[src/rtl/run_control.sv]
// CPU run controller: button sync/debounce, press pulses, reset sequencing, run/halt/step.
// Optional breakpoint halt is compiled in when RUNCTL_BREAK_EN is defined.
module run_control #(
  parameter int NUM_BTN         = 4,
  parameter int DEBOUNCE_CYCLES = 16777215,
  parameter int RESET_HOLD      = 16,
  parameter int BTN_ACTIVE_LOW  = 1,
  parameter int RST_IDX         = 0,
  parameter int MODE_IDX        = 1,
  parameter int STEP_IDX        = 2
) (
  input  logic               clk,
  input  logic               reset,
  input  logic [NUM_BTN-1:0] btn_raw,
`ifdef RUNCTL_BREAK_EN
  input  logic [31:0]        pc,
  input  logic [31:0]        break_addr,
  input  logic               break_valid,
`endif
  output logic [NUM_BTN-1:0] btn_state,
  output logic [NUM_BTN-1:0] btn_press,
  output logic               cpu_reset_n,
  output logic               cpu_ce,
  output logic               step_mode,
  output logic               halted
);

  localparam int CNT_W  = $clog2(DEBOUNCE_CYCLES + 1);
  localparam int HOLD_W = $clog2(RESET_HOLD + 1);
  localparam logic [CNT_W-1:0]  DB_LAST   = CNT_W'(DEBOUNCE_CYCLES - 1);
  localparam logic [HOLD_W-1:0] HOLD_LAST = HOLD_W'(RESET_HOLD - 1);
  localparam logic [NUM_BTN-1:0] RELEASED =
    (BTN_ACTIVE_LOW != 0) ? {NUM_BTN{1'b1}} : {NUM_BTN{1'b0}};

  // Two-flop synchroniser on the raw pins, reset to the released pin level
  logic [NUM_BTN-1:0] sync1_reg, sync2_reg, sync_b;

  always_ff @(posedge clk) begin
    if (reset) begin
      sync1_reg <= RELEASED;
      sync2_reg <= RELEASED;
    end else begin
      sync1_reg <= btn_raw;
      sync2_reg <= sync1_reg;
    end
  end

  assign sync_b = (BTN_ACTIVE_LOW != 0) ? ~sync2_reg : sync2_reg;

  genvar gi;
  generate
    for (gi = 0; gi < NUM_BTN; gi++) begin : g_chan
      logic [CNT_W-1:0] db_cnt_reg, db_cnt_next;
      logic             db_level_reg, db_level_next;
      logic             db_press_reg, db_press_next;

      // Any cycle that agrees with the current level restarts the stability count
      always_comb begin
        db_cnt_next   = db_cnt_reg;
        db_level_next = db_level_reg;
        db_press_next = 1'b0;
        if (sync_b[gi] == db_level_reg) begin
          db_cnt_next = '0;
        end else if (db_cnt_reg == DB_LAST) begin
          db_cnt_next   = '0;
          db_level_next = ~db_level_reg;
          db_press_next = ~db_level_reg;
        end else begin
          db_cnt_next = db_cnt_reg + CNT_W'(1);
        end
      end

      always_ff @(posedge clk) begin
        if (reset) begin
          db_cnt_reg   <= '0;
          db_level_reg <= 1'b0;
          db_press_reg <= 1'b0;
        end else begin
          db_cnt_reg   <= db_cnt_next;
          db_level_reg <= db_level_next;
          db_press_reg <= db_press_next;
        end
      end

      assign btn_state[gi] = db_level_reg;
      assign btn_press[gi] = db_press_reg;
    end
  endgenerate

  typedef enum logic [1:0] {
    S_HOLD = 2'd0,
    S_RUN  = 2'd1,
    S_HALT = 2'd2,
    S_STEP = 2'd3
  } fsm_t;

  fsm_t              fsm_reg, fsm_next;
  logic [HOLD_W-1:0] hold_cnt_reg, hold_cnt_next;
  logic              step_mode_reg, step_mode_next;
  logic              cpu_reset_n_reg, cpu_ce_reg, halted_reg;
  logic              rst_press, mode_press, step_press, break_hit;

  assign rst_press  = btn_press[RST_IDX];
  assign mode_press = btn_press[MODE_IDX];
  assign step_press = btn_press[STEP_IDX];

`ifdef RUNCTL_BREAK_EN
  assign break_hit = break_valid && (pc == break_addr);
`else
  assign break_hit = 1'b0;
`endif

  always_comb begin
    fsm_next       = fsm_reg;
    hold_cnt_next  = hold_cnt_reg;
    step_mode_next = step_mode_reg;
    if (rst_press) begin
      fsm_next      = S_HOLD;
      hold_cnt_next = '0;
    end else begin
      case (fsm_reg)
        S_HOLD: begin
          if (mode_press) step_mode_next = ~step_mode_reg;
          if (hold_cnt_reg == HOLD_LAST) begin
            hold_cnt_next = '0;
            fsm_next      = step_mode_next ? S_HALT : S_RUN;
          end else begin
            hold_cnt_next = hold_cnt_reg + HOLD_W'(1);
          end
        end
        S_RUN: begin
          // A breakpoint hit takes precedence over a same-cycle mode press
          if (break_hit || mode_press) begin
            step_mode_next = 1'b1;
            fsm_next       = S_HALT;
          end
        end
        S_HALT: begin
          if (mode_press) begin
            step_mode_next = 1'b0;
            fsm_next       = S_RUN;
          end else if (step_press) begin
            fsm_next = S_STEP;
          end
        end
        S_STEP:  fsm_next = S_HALT;
        default: fsm_next = S_HOLD;
      endcase
    end
  end

  // Outputs decode the next state so they change on the same edge as the state
  always_ff @(posedge clk) begin
    if (reset) begin
      fsm_reg         <= S_HOLD;
      hold_cnt_reg    <= '0;
      step_mode_reg   <= 1'b0;
      cpu_reset_n_reg <= 1'b0;
      cpu_ce_reg      <= 1'b1;
      halted_reg      <= 1'b0;
    end else begin
      fsm_reg         <= fsm_next;
      hold_cnt_reg    <= hold_cnt_next;
      step_mode_reg   <= step_mode_next;
      cpu_reset_n_reg <= (fsm_next != S_HOLD);
      cpu_ce_reg      <= (fsm_next != S_HALT);
      halted_reg      <= (fsm_next == S_HALT);
    end
  end

  assign cpu_reset_n = cpu_reset_n_reg;
  assign cpu_ce      = cpu_ce_reg;
  assign step_mode   = step_mode_reg;
  assign halted      = halted_reg;

endmodule

[config.mk]
export PLATFORM = sky130hd
export DESIGN_NAME = run_control
export DESIGN_NICKNAME = d
export VERILOG_FILES = /design/src/rtl/run_control.sv
export SDC_FILE = /design/constraint.sdc
export NUM_CORES = 1
export LEC_CHECK = 0
export ABC_CLOCK_PERIOD_IN_PS = 2050
export CAP_MARGIN = 30
export CORE_MARGIN = 3
export CORE_UTILIZATION = 45
export DETAILED_ROUTE_END_ITERATION = 12
export HOLD_SLACK_MARGIN = 0.05
export SLEW_MARGIN = 20
export SYNTH_ARGS = -nofsm -noshare
export SYNTH_HDL_FRONTEND = slang
export SYNTH_SLANG_ARGS = --single-unit
export TNS_END_PERCENT = 10
[constraint.sdc]
create_clock -name clk -period 2.05 [get_ports clk]
set_clock_uncertainty 0.05 [all_clocks]
set_input_delay 0.3075 -clock clk [delete_from_list [all_inputs] [get_ports clk]]
set_output_delay 0.3075 -clock clk [all_outputs]
set_load 0.01 [all_outputs]
# After elaboration in Yosys (flattened, before gate mapping)
# Index checks and enable logic that the tools add are counted.
op_classes:
  add_sub_neg: 5
  n_eq_ne: 16
  muxes: 14
  bitwise_logic: 15
  reduce_logical: 17
op_table:
  columns: ["op", "count"]
  rows:
  - ["24-bit by 1-bit adder with 24-bit output (second input constant)", 4]
  - ["24-bit == test (second input constant)", 4]
  - ["3-bit OR reduction", 8]
  - ["1-bit inverter", 14]
  - ["2-bit 2-to-1 mux", 6]
  - ["2-bit case mux with 4 select lines", 1]
  - ["2-bit AND reduction", 4]
  - ["2-bit == test (second input constant)", 3]
  - ["2-bit != test (second input constant)", 3]
  - ["5-bit by 1-bit adder with 5-bit output (second input constant)", 1]
  - ["5-bit by 4-bit == test with 1-bit output (second input constant)", 1]
  - ["1-bit 2-to-1 mux", 5]
  - ["5-bit 2-to-1 mux", 1]
  - ["1-bit == test", 4]
  - ["4-bit inverter", 1]
  - ["4-bit AND reduction", 1]
  - ["1-bit case mux with 3 select lines", 1]
  - ["3-bit nonzero test", 1]
  - ["2-bit by 1-bit == test with 1-bit output (second input constant)", 1]
  - ["2-bit zero test", 1]
  - ["2-bit nonzero test", 1]
  - ["2-bit OR reduction", 1]
totals:
  regBits: 123
  inputBits: 6
  out_inout_bits: 12

# Depth between registers and ports, before layout
# Gate-level depths: netlist of run 1.
depth:
  ltp_word: 9
  ltp_mapped: 9
  ltp_nobuf: 7

# Least setup slack after synthesis of run 1
# Ideal clock, no wire load.
synth_timing:
  kind: "register -> register"
  from: "register g_chan[2].db_cnt_reg[8]"
  to: "register g_chan[2].db_cnt_reg[15]"
  arrival_ns: 1.739
  slack_ns: 0.147
  stages_incl_launch_ff: 8
  path_buffers: 2
  period_less_slack_ns: 1.903
  cell_sequence: "dfxtp_1 -> nand4_4 -> or4_4 -> nor3_2 -> or3_1 -> buf_4 -> buf_6 -> nor2_1"
synth_via:
  elab_chain_len: 2
synth_lines:
  columns: ["item", "line_no", "rtl"]
  rows:
  - ["from (decl)", "53", "logic [CNT_W-1:0] db_cnt_reg, db_cnt_next;"]
  - ["from (signal assigned)", "79", "db_cnt_reg <= db_cnt_next;"]
  - ["branches (longest 2 deep; another with 24-bit by 1-bit adder with 24-bit output)", null, null]
# Several ways; the timed one is not identified.
# A chain may end at the register's enable or synchronous reset.

# Worst setup path in the final report of run 1
layout_timing:
  from: "register g_chan[2].db_cnt_reg[9]"
  to: "register g_chan[2].db_cnt_reg[6]"
layout_via:
  elab_chain_len: 2
layout_lines:
  columns: ["item", "line_no", "rtl"]
  rows:
  - ["24-bit == test", "64", "end else if (db_cnt_reg == DB_LAST) begin"]
  - ["3-bit OR reduction (no source line)", null, null]
# No other way between the ends.

==> results of run 1 <==
[cells in the final DEF (no fill, tap or decap), types with 3 or more instances in the layout]
cell	count
a211oi_1	4
clkdlybuf4s50_1	17
nor4_1	10
a31oi_1	3
xnor2_1	30
dfxtp_1	123
clkinvlp_4	9
clkbuf_16	17
a21o_1	3
mux2i_1	3
buf_4	26
or2_2	15
nand3_1	36
and4_1	6
a21oi_1	9
nor3_1	13
and3_1	11
nor3_2	3
ha_1	14
o311ai_0	4
nand4_1	33
xor2_1	52
inv_1	12
nor2_1	114
bufinv_16	3
o21ai_0	6
nand2_1	51
[per-layer routing]
metal / track usage / wire, um / vias up
met5: 0 / 0 / -
met4: 0.0775 / 190 / 0
met3: 0.0521 / 375 / 18
met2: 0.255 / 4600 / 41
met1: 0.208 / 4820 / 1938
li1: - / - / 2157
[final timing paths]
path | start | end | cells past startpoint | slack, ps
max | g_chan[2].db_cnt_reg[9] | g_chan[2].db_cnt_reg[6] | 6 | 130
min | sync1_reg[0] | sync2_reg[0] | 1 | 360
max reg2reg | g_chan[2].db_cnt_reg[9] | g_chan[2].db_cnt_reg[6] | 6 | 130
min reg2reg | sync1_reg[0] | sync2_reg[0] | 1 | 360
[worst register-to-register path: cells and delay by family (launching register included)]
kind / cells / cell delay [ps]
buffers and inverters: 1 / 170
flip-flops: 1 / 430
AND/OR/NAND/NOR: 5 / 1170
[cells by family (layout without fill, tap and decap cells)]
| group | Yosys count | after routing | share of synthesized area |
|---|---|---|---|
| compound gates | 39 | 39 | 0.0489 |
| xor+xnor | 82 | 82 | 0.134 |
| fa+ha+maj | 14 | 14 | 0.0326 |
| buf+inv | 36 | 89 | 0.0357 |
| flops | 123 | 123 | 0.459 |
| mux | 3 | 3 | 0.00559 |
| simple gates | 310 | 310 | 0.285 |
[cell type report]
type                            count  area (um^2)  area share
Inverter                           12         45.0     0.00701
Clock inverter                     14          171      0.0267
Sequential cell                   123         2460       0.383
Multi-Input combinational cell    448         2720       0.424
Clock buffer                       18          439      0.0683
Tap cell                          143          179      0.0278
Timing Repair Buffer               45          405      0.0631
[power breakdown]
| part | total, mW | internal [mW] | leakage, nW | switching, mW |
|---|---|---|---|---|
| registers | 2.44 | 2.42 | 0.993 | 0.0192 |
| clock network | 3.04 | 1.94 | 0.269 | 1.10 |
| logic | 0.125 | 0.0614 | 0.886 | 0.0637 |
[repair_timing]
| action | CTS | global route |
|---|---|---|
| resized for setup | 0 | 3 |
| setup endpoints to repair | 0 | 4 |
| hold endpoints to repair | 0 | 0 |
==> flow_metrics.tcl, run 1 <==
set metrics [dict create \
    post-route-util 0.558 \
    grt_pass1_vias 3835 \
    design.core.area_um2 11500 \
    yosys-top-cells-count "dfxtp_1 (123), nor2_1 (114), nand2_1 (52), xor2_1 (52), nand3_1 (36)" \
    path_cells "nand4_4, or4_4, nor3_2, or3_1, buf_12, nor2_1" \
    setup_viol 0 \
    dpl_cell_area_um2 5810 \
    ys_types 47 \
    fillers 1054 \
    overflow 0 \
    cp.required_ps 2300 \
    wl_mm 9.98 \
    yosys.area.top_type_share 0.459 \
    place_inst 771 \
    rsz0062_at_grt "false" \
    track_usage 0.164 \
    clkLatencyLatePin_ps 420 \
    layout_setup_ws_ps 133 \
    htreeDepth 4 \
    async_flop_share 0 \
    cp_max_fo 24 \
    drv_slew 0 \
    dieArea_um2 13300 \
    finalHoldViolations 0 \
    yosysTopAreaCell "dfxtp_1" \
    tns_ps 0 \
    yosys_warnings 0 \
    ctsHoldBuffers 0 \
    place_hpwl_mm 6.89 \
    finalPower_mw 5.60 \
    hold_ws_ps 356 \
    antenna_cells 0 \
    fin_area_um2 6430 \
    synth-main-ff-cell "dfxtp_1" \
    io_pins 18 \
    critPathCaptureType "flop" \
    cts_made_buffers 17 \
    clk_path_buf_depth 2 \
    synth_area_um2 5370 \
    p_leak_nw 2.15 \
    synth_edf_count 0 \
    arrival_ps 2170 \
    grt_max_degree 25 \
    path_clk_slew_ps 60 \
    fin_cells 803 \
    syn2layout_area_growth_pct 19.7 \
    drv_cap 0 \
    io_buffers 17 \
    drtIter0Drc 198 \
    grt_pass1_wl_mm 17.3 \
    ys_seq_area_frac 0.459 \
    period_share 0.935 \
    cts_root_buffer "clkbuf_16" \
    ant_nets 0 \
    path_delay_family "simple AND/OR/NAND/NOR gates" \
    post_cts_buffers 0 \
    fmax_mhz 522 \
    p_per_area_nw_per_um2 871 \
    avgSynthCellArea_um2 8.84 \
    largest_register_ffs 96 \
    row_count 39 \
    syn_nets 627 \
    worstHoldPathType "reg2reg" \
    slowest_stage "or4_4" \
    status "finished clean" \
    max_stage_delay_ps 540 \
    synth_cells 607 \
    route.detailed.drc 0 \
    die_h_um 115 \
    cp_num_buf_inv 1 \
    slew_headroom 0.700 \
    fp.dieW_um 115 \
    routedWlPerCell_um 12.4 \
    dpl_worst_slack_ps 99.3 \
    initial_core_util 0.466 \
    fin_crit_ps 1920 \
    drt_pass1_iterations 4 \
    final_nets 667 \
    crit_type "reg2reg" \
    drive_gt1_frac 0.127 \
    gp_congestion 0.753 \
    vias_per_cell 5.17 \
    clock-sinks 123 \
    synth.area.top_cells "dfxtp_1 (46%), xor2_1 (8.5%), nor2_1 (8.0%), xnor2_1 (4.9%), nand4_1 (3.8%)" \
    cts_tree "yes" \
    vias 4154 \
    peakVddDrop_mv 0.700 \
    grt_antenna_before_repair 0 \
    yosys.cell_count.top_type "dfxtp_1" \
    cp-start-kind "flop" \
    synth-seq-cells 123 \
    worst_pin_slew_ps 447 \
]
(Power assumes the default switching activity.)
==> inputs of run 2 (changes only) <==
Settings changed: SLEW_MARGIN 20 to 0.
==> results of run 2 <==
Same layout as run 1: the final DEF is identical, and so are final timing and power.
==> inputs of run 3 (changes only) <==
Settings changed: ABC_CLOCK_PERIOD_IN_PS 2050 to 2300, HOLD_SLACK_MARGIN 0.05 to 0.08, PLACE_DENSITY from default to 0.64.
Clock period 2.05 ns to 2.3 ns, I/O delays scaled along.
==> run 3 against run 2 <==
First-iteration DRC count is 11% lower. Cell count down 2.5%. Clock-buffer cell count up 8. Highest routed layer unchanged. Critical path type unchanged. Via count is 2.6% lower. Core utilization down 2.2 points.
==> flow_metrics.tcl, run 3 (same netlist as run 1, synthesis figures left out) <==
set metrics [dict create \
    ctsHoldBuffers 0 \
    syn2layout_area_growth_pct 14.9 \
    largest_register_ffs 96 \
    drv_slew 0 \
    fmax_mhz 493 \
    row_count 39 \
    vias 4048 \
    seqPwrFrac 0.475 \
    slowest_stage "nor3_1" \
    clock-sinks 123 \
    p_leak_nw 2.03 \
    grt_max_degree 25 \
    power_frac_clock 0.500 \
    cp.required_ps 2540 \
    postCtsResizedCells 0 \
    setup_viol 0 \
    cts_root_buffer "clkbuf_16" \
    antenna_cells 0 \
    finalHoldViolations 0 \
    tns_ps 0 \
    path_clk_slew_ps 50 \
    clkLatencyLatePin_ps 410 \
    design.core.area_um2 11500 \
    route.detailed.drc 0 \
    p_sw_frac 0.203 \
    p_per_area_nw_per_um2 741 \
    slew_headroom 0.593 \
    dpl_worst_slack_ps 256 \
    worstHoldPathType "reg2reg" \
    peakVddDrop_mv 0.460 \
    final_common_cell "dfxtp_1" \
    routedWlPerCell_um 12.2 \
    crit_type "reg2reg" \
    period_share 0.883 \
    fin_crit_ps 2030 \
    htreeDepth 4 \
    final_cell_mix "dfxtp_1 (123), nor2_1 (114), nand2_1 (52), xor2_1 (52), nand3_1 (36)" \
    io_pins 18 \
    vias_per_cell 5.17 \
    path_cells "nand4_1, nor3_1, nand3_1, nand2b_1, buf_4, nor2_1" \
    status "finished clean" \
    cp_max_fo 21 \
    regToRegSetupSlack_ps 270 \
    max_stage_delay_ps 520 \
    die_h_um 115 \
    cts_made_buffers 17 \
    grt_antenna_before_repair 0 \
    final_nets 650 \
    place_hpwl_mm 6.62 \
    grt_pass1_wl_mm 16.9 \
    fp.dieW_um 115 \
    dieArea_um2 13300 \
    drtIter0Drc 177 \
    drv_cap 0 \
    rsz0062_at_grt "false" \
    layout_setup_ws_ps 270 \
    share_comb_of_total_power 0.024 \
    post_cts_buffers 0 \
    grt_pass1_vias 3783 \
    critPathCaptureType "flop" \
    overflow 0 \
    clk_path_buf_depth 2 \
    worst_pin_slew_ps 609 \
    initial_core_util 0.466 \
    cts_tree "yes" \
    hold_ws_ps 355 \
    wl_mm 9.59 \
    track_usage 0.159 \
    io_buffers 17 \
    ant_nets 0 \
    gp_congestion 0.760 \
    finalPower_mw 4.58 \
    drt_pass1_iterations 4 \
    cp-start-kind "flop" \
    arrival_ps 2270 \
    power.net_switching_mw 0.928 \
    p_int_mw 3.65 \
    drive_gt1_frac 0.0875 \
]
-- run 3: final timing paths --
| check | startpoint | to | depth (start not counted) |
|---|---|---|---|
| setup / recovery | g_chan[0].db_cnt_reg[4] | g_chan[0].db_cnt_reg[12] | 6 |
| hold / removal | sync1_reg[1] | sync2_reg[1] | 1 |
| setup reg to reg | g_chan[0].db_cnt_reg[4] | g_chan[0].db_cnt_reg[12] | 6 |
| hold reg to reg | sync1_reg[1] | sync2_reg[1] | 1 |
-- run 3: through the flow --
step	util	std cells	instance area (um^2)
floorplan	-	607	5370
global placement	0.492	754	5670
detailed placement	0.492	754	5670
CTS	0.536	783	6170
global route	0.536	783	6170
finish	0.536	783	6170
-- run 3: layout make-up --
type                            count  area (um^2)
Fill cell                        1027         5350
Multi-Input combinational cell    448         2720
Sequential cell                   123         2460
Clock buffer                       26          489
Timing Repair Buffer               28          265
Tap cell                          143          179
Inverter                           12         45.0
Clock inverter                      3         15.0
-- run 3: critical path, delay by kind of cell, from the launching register on --
| family | cells | cell delay, ps |
|---|---|---|
| simple gates | 5 | 1230 |
| flops | 1 | 400 |
| buf+inv | 1 | 240 |
-- run 3: routing by layer --
layer,global-route usage,wire [um],vias to the layer above
met3,0.0553,404,14
met4,0.0751,167,0
met5,0,0,-
met2,0.241,4340,59
met1,0.202,4680,1864
li1,-,-,2111
-- run 3: power by group through the flow --
stage	Combinational, mW	Clock (mW)	Sequential [mW]
floorplan	0.0724	0	2.22
global placement	0.110	0	2.22
detailed placement	0.112	0	2.22
CTS	0.113	2.35	2.17
global route	0.128	2.45	2.18
finish	0.111	2.29	2.18
